<file path="src/rtl/ep2_axis_pkg.sv">
// Shared AXI-stream beat type and arbiter FSM encoding for the ep2 egress paths.
package ep2_axis_pkg;

    localparam int unsigned AXIS_DATA_W = 512;
    localparam int unsigned AXIS_KEEP_W = AXIS_DATA_W / 8;

    typedef struct packed {
        logic [AXIS_DATA_W-1:0] data;
        logic [AXIS_KEEP_W-1:0] keep;
        logic                   last;
    } axis_beat_t;

    localparam logic [0:0] ST_IDLE   = 1'b0;
    localparam logic [0:0] ST_LOCKED = 1'b1;

    typedef enum logic [0:0] {
        IDLE   = ST_IDLE,
        LOCKED = ST_LOCKED
    } arb_state_e;

endpackage

</file>
<file path="src/rtl/net_send_arbiter_if.sv">
// Valid/ready beat stream carrying a packed beat of W bits.
interface net_send_arbiter_if #(
    parameter int unsigned W = $bits(ep2_axis_pkg::axis_beat_t)
) ();
    logic [W-1:0] beat;
    logic         valid;
    logic         ready;

    modport master (output beat, output valid, input ready);
    modport slave  (input beat, input valid, output ready);
endinterface

</file>
<file path="src/rtl/axis_skid_buffer.sv">
// Two-entry skid stage: registered ready (not full) and registered output valid,
// output beat held stable while stalled.
module axis_skid_buffer #(
    parameter type beat_t = ep2_axis_pkg::axis_beat_t
) (
    input  logic                      clk,
    input  logic                      rst_n,
    net_send_arbiter_if.slave         up,
    net_send_arbiter_if.master        dn
);

    beat_t      main_q, main_d;
    beat_t      spare_q, spare_d;
    logic [1:0] cnt_q, cnt_d;
    logic       ready_q;
    logic       valid_q;
    logic       push;
    logic       pop;

    assign push = up.valid & ready_q;
    assign pop  = valid_q & dn.ready;

    // main_q is always the head; spare_q only holds the second entry when full.
    always_comb begin
        main_d  = main_q;
        spare_d = spare_q;
        cnt_d   = cnt_q;
        case (cnt_q)
            2'd0: begin
                if (push) begin
                    main_d = up.beat;
                    cnt_d  = 2'd1;
                end
            end
            2'd1: begin
                if (push && pop) begin
                    main_d = up.beat;
                end else if (push) begin
                    spare_d = up.beat;
                    cnt_d   = 2'd2;
                end else if (pop) begin
                    cnt_d = 2'd0;
                end
            end
            default: begin
                if (pop) begin
                    main_d = spare_q;
                    cnt_d  = 2'd1;
                end
            end
        endcase
    end

    always_ff @(posedge clk or negedge rst_n) begin
        if (!rst_n) begin
            main_q  <= '0;
            spare_q <= '0;
            cnt_q   <= '0;
            ready_q <= 1'b1;
            valid_q <= 1'b0;
        end else begin
            main_q  <= main_d;
            spare_q <= spare_d;
            cnt_q   <= cnt_d;
            ready_q <= (cnt_d != 2'd2);
            valid_q <= (cnt_d != 2'd0);
        end
    end

    assign up.ready = ready_q;
    assign dn.valid = valid_q;
    assign dn.beat  = main_q;

endmodule

</file>
<file path="src/rtl/net_send_arbiter.sv">
// Packet-locked round-robin merge of NUM_IN egress streams onto one MAC port,
// with a two-entry skid stage and per-input forwarded-packet counters.
module net_send_arbiter
    import ep2_axis_pkg::*;
#(
    parameter int unsigned NUM_IN = 2,
    parameter int unsigned DATA_W = AXIS_DATA_W,
    parameter int unsigned KEEP_W = DATA_W / 8,
    parameter int unsigned CNT_W  = 32
) (
    input  logic                     clk,
    input  logic                     rst,
    input  logic [NUM_IN*DATA_W-1:0] in_tdata,
    input  logic [NUM_IN*KEEP_W-1:0] in_tkeep,
    input  logic [NUM_IN-1:0]        in_tlast,
    input  logic [NUM_IN-1:0]        in_tvalid,
    output logic [NUM_IN-1:0]        in_tready,
    output logic [DATA_W-1:0]        out_tdata,
    output logic [KEEP_W-1:0]        out_tkeep,
    output logic                     out_tlast,
    output logic                     out_tvalid,
    input  logic                     out_tready,
    output logic [NUM_IN*CNT_W-1:0]  pkt_cnt,
    output logic                     busy
);

    localparam int unsigned GW = $clog2(NUM_IN);

    typedef struct packed {
        logic [DATA_W-1:0] data;
        logic [KEEP_W-1:0] keep;
        logic              last;
    } beat_t;

    arb_state_e                     state_q, state_d;
    logic [GW-1:0]                  grant_q, grant_d;
    logic [GW-1:0]                  last_q, last_d;
    logic [NUM_IN-1:0][CNT_W-1:0]   pkt_cnt_q, pkt_cnt_d;
    logic [NUM_IN-1:0][DATA_W-1:0]  in_data_v;
    logic [NUM_IN-1:0][KEEP_W-1:0]  in_keep_v;
    logic                           accept;
    beat_t                          in_beat;
    beat_t                          out_beat;

    net_send_arbiter_if #(.W($bits(beat_t))) skid_in  ();
    net_send_arbiter_if #(.W($bits(beat_t))) skid_out ();

    function automatic logic [GW-1:0] rr_pick(input logic [NUM_IN-1:0] req,
                                              input logic [GW-1:0]     last);
        logic [GW-1:0] cand;
        logic          found;
        rr_pick = last;
        found   = 1'b0;
        for (int unsigned k = 1; k <= NUM_IN; k++) begin
            cand = GW'((32'(last) + k) % NUM_IN);
            if (!found && req[cand]) begin
                rr_pick = cand;
                found   = 1'b1;
            end
        end
    endfunction

    assign in_data_v = in_tdata;
    assign in_keep_v = in_tkeep;

    assign in_beat.data = in_data_v[grant_q];
    assign in_beat.keep = in_keep_v[grant_q];
    assign in_beat.last = in_tlast[grant_q];

    assign skid_in.beat  = in_beat;
    assign skid_in.valid = (state_q == LOCKED) && in_tvalid[grant_q];
    assign accept        = skid_in.valid && skid_in.ready;

    assign in_tready = (state_q == LOCKED) ? (NUM_IN'(skid_in.ready) << grant_q) : '0;

    always_comb begin
        state_d   = state_q;
        grant_d   = grant_q;
        last_d    = last_q;
        pkt_cnt_d = pkt_cnt_q;
        case (state_q)
            IDLE: begin
                if (|in_tvalid) begin
                    grant_d = rr_pick(in_tvalid, last_q);
                    state_d = LOCKED;
                end
            end
            LOCKED: begin
                if (accept && in_tlast[grant_q]) begin
                    last_d             = grant_q;
                    pkt_cnt_d[grant_q] = pkt_cnt_q[grant_q] + CNT_W'(1);
                    state_d            = IDLE;
                end
            end
        endcase
    end

    always_ff @(posedge clk or negedge rst) begin
        if (!rst) begin
            state_q   <= IDLE;
            grant_q   <= '0;
            last_q    <= GW'(NUM_IN - 1);
            pkt_cnt_q <= '0;
        end else begin
            state_q   <= state_d;
            grant_q   <= grant_d;
            last_q    <= last_d;
            pkt_cnt_q <= pkt_cnt_d;
        end
    end

    axis_skid_buffer #(.beat_t(beat_t)) u_skid (
        .clk   (clk),
        .rst_n (rst),
        .up    (skid_in),
        .dn    (skid_out)
    );

    assign out_beat       = skid_out.beat;
    assign skid_out.ready = out_tready;
    assign out_tdata      = out_beat.data;
    assign out_tkeep      = out_beat.keep;
    assign out_tlast      = out_beat.last;
    assign out_tvalid     = skid_out.valid;

    assign pkt_cnt = pkt_cnt_q;
    assign busy    = (state_q == LOCKED) || skid_out.valid;

endmodule

</file>
<file path="config.mk">
export PLATFORM = sky130hd
export DESIGN_NAME = net_send_arbiter
export DESIGN_NICKNAME = d
export VERILOG_FILES = /design/src/rtl/ep2_axis_pkg.sv /design/src/rtl/net_send_arbiter_if.sv /design/src/rtl/axis_skid_buffer.sv /design/src/rtl/net_send_arbiter.sv
export SDC_FILE = /design/constraint.sdc
export NUM_CORES = 2
export LEC_CHECK = 0
export CAP_MARGIN = 20
export CELL_PAD_IN_SITES_DETAIL_PLACEMENT = 1
export CELL_PAD_IN_SITES_GLOBAL_PLACEMENT = 1
export CORE_AREA = 2 2 701 703
export DETAILED_ROUTE_END_ITERATION = 16
export DIE_AREA = 0 0 703 705
export DONT_BUFFER_PORTS = 1
export PLACE_DENSITY_LB_ADDON = 0.1
export SETUP_SLACK_MARGIN = 0.3
export SLEW_MARGIN = 10
export SYNTH_ARGS = -nofsm -noshare
export SYNTH_HDL_FRONTEND = slang
export SYNTH_SLANG_ARGS = --single-unit
</file>
<file path="constraint.sdc">
create_clock -name clk -period 3.1 [get_ports clk]
set_clock_uncertainty 0.1 [all_clocks]
set_input_delay 0.62 -clock clk [delete_from_list [all_inputs] [get_ports clk]]
set_output_delay 0.62 -clock clk [all_outputs]
set_load 0.02 [all_outputs]
</file>
Yosys cells after proc, flatten, opt, wreduce, memory -nomap -nowiden

Cells that the tools add are included.

Output and inout port bits: 645
Flip-flop bits (word level): 1,225
Logic and storage cells: 82

Reductions and logical operators: 16
Eq/ne operators: 4
$lt $le $gt $ge: 4
$add $sub $neg: 3
Shift operators: 1
Bitwise operators: 4
Multiplexer cells: 36

Operators with widths:

| cell                                                                         | count |
|---|---|
| 577-bit 2-to-1 mux                                                           | 3 |
| 577-bit one-hot mux with 2 select lines                                      | 1 |
| 512-bit 2-to-1 mux                                                           | 2 |
| 64-bit 2-to-1 mux                                                            | 2 |
| 32-bit 2-to-1 mux                                                            | 3 |
| 64-bit bitwise mux                                                           | 1 |
| 32-bit by 1-bit adder with 32-bit output, second input constant              | 1 |
| 32-bit demux with 1-bit select                                               | 1 |
| 1-bit 2-to-1 mux                                                             | 15 |
| 2-bit 2-to-1 mux                                                             | 6 |
| 1-bit logical AND                                                            | 6 |
| 1-bit by 2-bit less-than comparator with 1-bit output, second input constant | 3 |
| 3-bit AND reduction                                                          | 2 |
| 2-bit by 1-bit != test with 1-bit output, second input constant              | 2 |
| 2-bit one-hot mux with 2 select lines                                        | 1 |
| 2-bit AND reduction                                                          | 2 |
| 3-bit nonzero test                                                           | 1 |
| 1-bit adder, second input constant                                           | 2 |
| 1-bit AND                                                                    | 2 |
| 2-bit by 1-bit equality test with 1-bit output, second input constant        | 1 |
| 2-bit logical NOT                                                            | 1 |
| 2-bit != test, second input constant                                         | 1 |
| 1-bit inverter                                                               | 2 |
| 1-bit one-hot mux with 2 select lines                                        | 1 |
| 6 further kinds                                                              | 6 |

Longest topological paths before layout

Depth in word-level cells: 9
Mapped depth: 13
Mapped depth without buffers: 7

Modules after synthesis

From an unflattened synthesis, not the netlist that was laid out.

Cell total of the unflattened synthesis: 4,081
Area, all modules: 61,461.4 µm²

By module, submodules not included:

| module           | times used | cells an instance | area each (µm²) | sequential area each (µm²) |
|---|---|---|---|---|
| axis_skid_buffer | 1          | 3,098             | 51,237.9        | 28,979.0 |
| net_send_arbiter | 1          | 983               | 10,223.6        | 1,677.9 |

Least setup slack after synthesis

No wires, ideal clock.

Kind: flip-flop to flip-flop
From: reg grant_q
To: reg pkt_cnt_q (netlist bit pkt_cnt[28])
Buffers on the path: 5
Stages on the path, launching flop included: 13
Arrival time: 2.509 ns
Required time: 2.853 ns
Period minus slack after synthesis: 2.756 ns
Setup slack: 0.344 ns
Cell sequence: dfrtp_1 -> buf_6 -> buf_6 -> buf_2 -> buf_2 -> clkbuf_1 -> mux2_2 -> ha_1 -> inv_1 -> a21oi_1 -> nand3_1 -> a2111oi_0 -> xor2_1

Cells in the longest elaborated chain, start to end: 6

RTL lines:

| item                                                                                             | line                    | source |
|---|---|---|
| from (decl)                                                                                      | net_send_arbiter.sv:36  | `logic [GW-1:0] grant_q, grant_d;` |
| from (signal assigned)                                                                           | net_send_arbiter.sv:106 | `grant_q <= grant_d;` |
| parallel branches: the longest is 6 deep, another holds 32-bit by 1-bit adder with 32-bit output | n/a                     |  |
| to (signal assigned)                                                                             | net_send_arbiter.sv:108 | `pkt_cnt_q <= pkt_cnt_d;` |
| to (decl)                                                                                        | net_send_arbiter.sv:38  | `logic [NUM_IN-1:0][CNT_W-1:0] pkt_cnt_q, pkt_cnt_d;` |

Several ways; the timed one is not identified. The select of a mux whose other input is x is not followed.
A chain may end at the register's enable or synchronous reset.

Worst setup path after layout

From: reg grant_q
To: reg u_skid.spare_q[318] in the netlist's numbering

Cells in the longest elaborated chain, start to end: 7

RTL lines:

| item                                                 | line                   | source |
|---|---|---|
| 1-bit 2-to-1 mux (not written as such) (2 in series) | net_send_arbiter.sv:71 | `assign skid_in.valid = (state_q == LOCKED) && in_tvalid[grant_q];` |
| 1-bit logical AND                                    | net_send_arbiter.sv:71 |  |
| 1-bit AND                                            | axis_skid_buffer.sv:20 | `assign push = up.valid & ready_q;` |
| 1-bit logical AND                                    | axis_skid_buffer.sv:36 | `if (push && pop) begin` |
| 1-bit inverter (no source line)                      | n/a                    |  |
| 3-bit AND reduction (no source line)                 | n/a                    |  |
| to (signal assigned)                                 | axis_skid_buffer.sv:63 | `spare_q <= spare_d;` |
| to (decl)                                            | axis_skid_buffer.sv:13 | `beat_t spare_q, spare_d;` |

Parallel ways exist; a longest one is shown, timed or not. The select of a mux whose other input is x is not followed.

==> out/metrics.cfg <==
[outcome]
outcome=finished, violations left
violations=negative hold slack

[power]
p_leak_nw=34.6
p_int_mw=51.6
p_switching_mw=45.2
p_comb_share_pct=39.6
swShare_pct=46.7
seqPwrFrac_pct=38.0
p_clk_share_pct=22.3
finalPower_mw=96.8
p_per_area_nw_per_um2=1160
ir_drop_uv=662

[setup_path]
cp_cell_sequence=buf_4, buf_16, buf_16, buf_16, mux2i_1, buf_4, dlygate4sd3_1, a21oi_1
slowest_stage=dlygate4sd3_1
worst-setup-path-type=flop to flop
cp_num_buf_inv=6
cp_slowest_stage_delay_ns=0.55
required_ns=3.74
cp.arrival_ns=3.44
end_kind=flop
cp-start-kind=flop
rr_worst_depth=8
critPathMostFrequentCell=buf_16
path_depth=8
reg2reg_from=grant_q
crit_start=grant_q
path_max_fanout=36
crit_family=buffers and inverters

[sta]
min_period_over_period_pct=90.3
hold_viol_final=253
worst_hold_slack_ns=-0.600
fin_ws_ns=0.300
fmax_mhz=357
relSlewSlack_pct=23.9
slew_violations=0
period_needed_ns=2.80
setup_viol=0
rsz0062_at_grt=true
worst_pin_slew_ns=1.14

[place]
placed_cell_area_um2=65500
io_buffers=0
finalWeightedCongestion=0.824
pre_cts_ws_ns=-1.11
dp_hpwl_um=249000

[yosys]
synth_area_per_cell_um2=9.21
yosysWarnings=0
synthDistinctLibCells=46
synth_fa_ha_area_share_pct=0.0226
synth_xor_area_share_pct=0.919
ys_seq_elements=1225
synth-simple-area-share_pct=13.2
syn_area_um2=55300
ys.flop_type=dfrtp_1
synth-compound-area-share_pct=16.1
async_flop_share_pct=100
synthesis.instances=5998
synth_edf_count=0
synth_fp_nets=7158
synth_top_family_by_area=compound AO/OA/AOI/OAI gates
synthMuxAreaShare_pct=10.8
yosysSeqAreaShare_pct=55.5

[floorplanning]
core.rowCount=257
die_w_um=703
die_h_um=705
start_util_pct=11.3
io_pins=1804
die-area_um2=496000
core_area_um2=488000

[global_routing]
grt_pass1_wl_um=459000
grt_max_degree=202
grt_overflow=0
grt_pass1_vias=51600
track_usage_pct=13.3
antenna_found_initial=52

[clock_network]
clock_path_buffers=4
root_buffer=clkbuf_16
cts_tree=built
clk_latency_ns=0.88
clock-sinks=1225
clkSlewWorstSetupHoldPaths_ns=0.05
cts_buffers=181
htree_levels=4

[routing]
drt_first_iter_violations=2126
vias=49200
dr.pass1.iters=5
wl_per_cell_um=24.9
antenna_left=0
viasPerCell=3.56
drcViolationCount=0
routed_wl_um=345000

[worst_hold_path]
hold_path_class=primary input to asynchronous set/reset pin

[layout]
multi_input_area_um2=23300
post-route-util_pct=17.1
final_nets=8345
ff_latch_area_um2=30700
area_growth_pct=50.8
final_area_um2=83300
drive_gt1_share_pct=11.8
nFillCells=56200

[job]
max_cap_viol_count=0

-- layout make-up --
class | instances | share of cell area, %
clock inverter | 43 | 0.703
clock buffer | 283 | 6.51
sequential | 1225 | 36.8
inverter | 3 | 0.0135
timing repair buffer | 1466 | 18.3
tap | 6475 | 9.72
multi-input combinational | 4308 | 27.9
antenna | 19 | 0.0571
-- registers in the layout, summed over array words and instances, names as in the netlist --
signal / count
u_skid.dn.beat: 577
last_q: 1
grant_q: 1
state_q: 1
u_skid.up.ready: 1
pkt_cnt: 64
u_skid.cnt_q: 2
u_skid.spare_q: 577
u_skid.dn.valid: 1
-- worst paths after layout --
kind                       slack, ns                  end
max                             0.30  u_skid.spare_q[318]
min                            -0.60  u_skid.spare_q[231]
max reg2reg                     0.30  u_skid.spare_q[318]
min reg2reg                     0.40               last_q
max in group asynchronous       0.55              grant_q
min in group clk                0.07  u_skid.spare_q[181]
-- Yosys cell counts (all sizes together) (2+ instances only) --
cell | instances | share of area, %
nand3b | 4 | 0.054
nand3 | 29 | 0.27
mux2 | 10 | 0.20
nor4 | 5 | 0.057
nand2 | 626 | 4.3
mux2i | 587 | 11
xor2 | 33 | 0.52
nand4 | 16 | 0.19
and3 | 4 | 0.045
and4 | 2 | 0.032
a2111oi | 2 | 0.032
nor3 | 8 | 0.072
buf | 146 | 1.3
inv | 3 | 0.020
or2 | 3 | 0.034
clkbuf | 316 | 2.1
nand4b | 7 | 0.17
a22oi | 3 | 0.041
dfrtp | 1223 | 55
nor2 | 1183 | 8.0
dfstp | 2 | 0.095
o21ai | 585 | 5.3
a21oi | 1161 | 11
xnor2 | 25 | 0.40
-- cell families after synthesis --
| family | count (synthesis) |
|---|---|
| buf+inv | 465 |
| flops | 1225 |
| mux | 597 |
| compound gates | 1762 |
| simple gates | 1890 |
| fa+ha+maj | 1 |
| xor+xnor | 58 |
-- worst register-to-register path, cell delays in order, from the launching register on --
cell,delay (ns)
dfrtp_4,0.49
buf_4,0.16
buf_16,0.16
buf_16,0.48
buf_16,0.30
mux2i_1,0.14
buf_4,0.14
dlygate4sd3_1,0.55
a21oi_1,0.14
-- metal layers --
layer / vias to the layer above / part of all wire, % / track usage [%] / wire (um)
met2: 1319 / 53 / 24.8 / 181000
met4: 18 / 2.6 / 3.08 / 8850
met1: 24500 / 40 / 15.3 / 137000
met5: - / 0.037 / 0 / 126
li1: 22900 / - / - / -
met3: 384 / 5.2 / 2.89 / 18000
-- metrics by stage --
step / TNS, ns / cells
after floorplan: 0 / 5998
after global placement: -353.09 / 12400
after detailed placement: -399.64 / 12400
after CTS: 0 / 13800
after global routing: 0 / 13800
final: 0 / 13800
-- cell usage in the layout (no fill, tap or decap), types with 15 or more instances in the layout --
cell and n:
clkbuf_1 53, clkbuf_16 196, nand2_1 624, nand3_1 27, buf_16 34, dfrtp_1 1221, nand4_1 15, clkbuf_8 47
buf_4 366, a21oi_1 1150, xnor2_1 25, xor2_1 33, mux2i_4 16, diode_2 19, nor2_1 1181, dlygate4sd3_1 988
mux2i_2 44, buf_12 56, clkinv_2 23, mux2i_1 527, o21ai_0 584
-- repair_timing --
item	CTS	global route
hold buffers	987	1
gates cloned	14	13
gates resized for setup	97	62
setup buffers	20	18
pin swaps	5	5
endpoints found under the hold margin	1130	360
setup endpoints to repair	1354	458
-- power groups by stage --
stage	logic [mW]	clock network (mW)	registers (mW)
3_5_place_dp	34.7	0	37.8
3_3_place_gp	34.0	0	37.7
2_1_floorplan	20.7	0	31.5
5_1_grt	43.3	23.3	37.8
4_1_cts	38.9	22.8	37.6
6_report	38.4	21.6	36.8
Power figures use the tool's default switching activity.
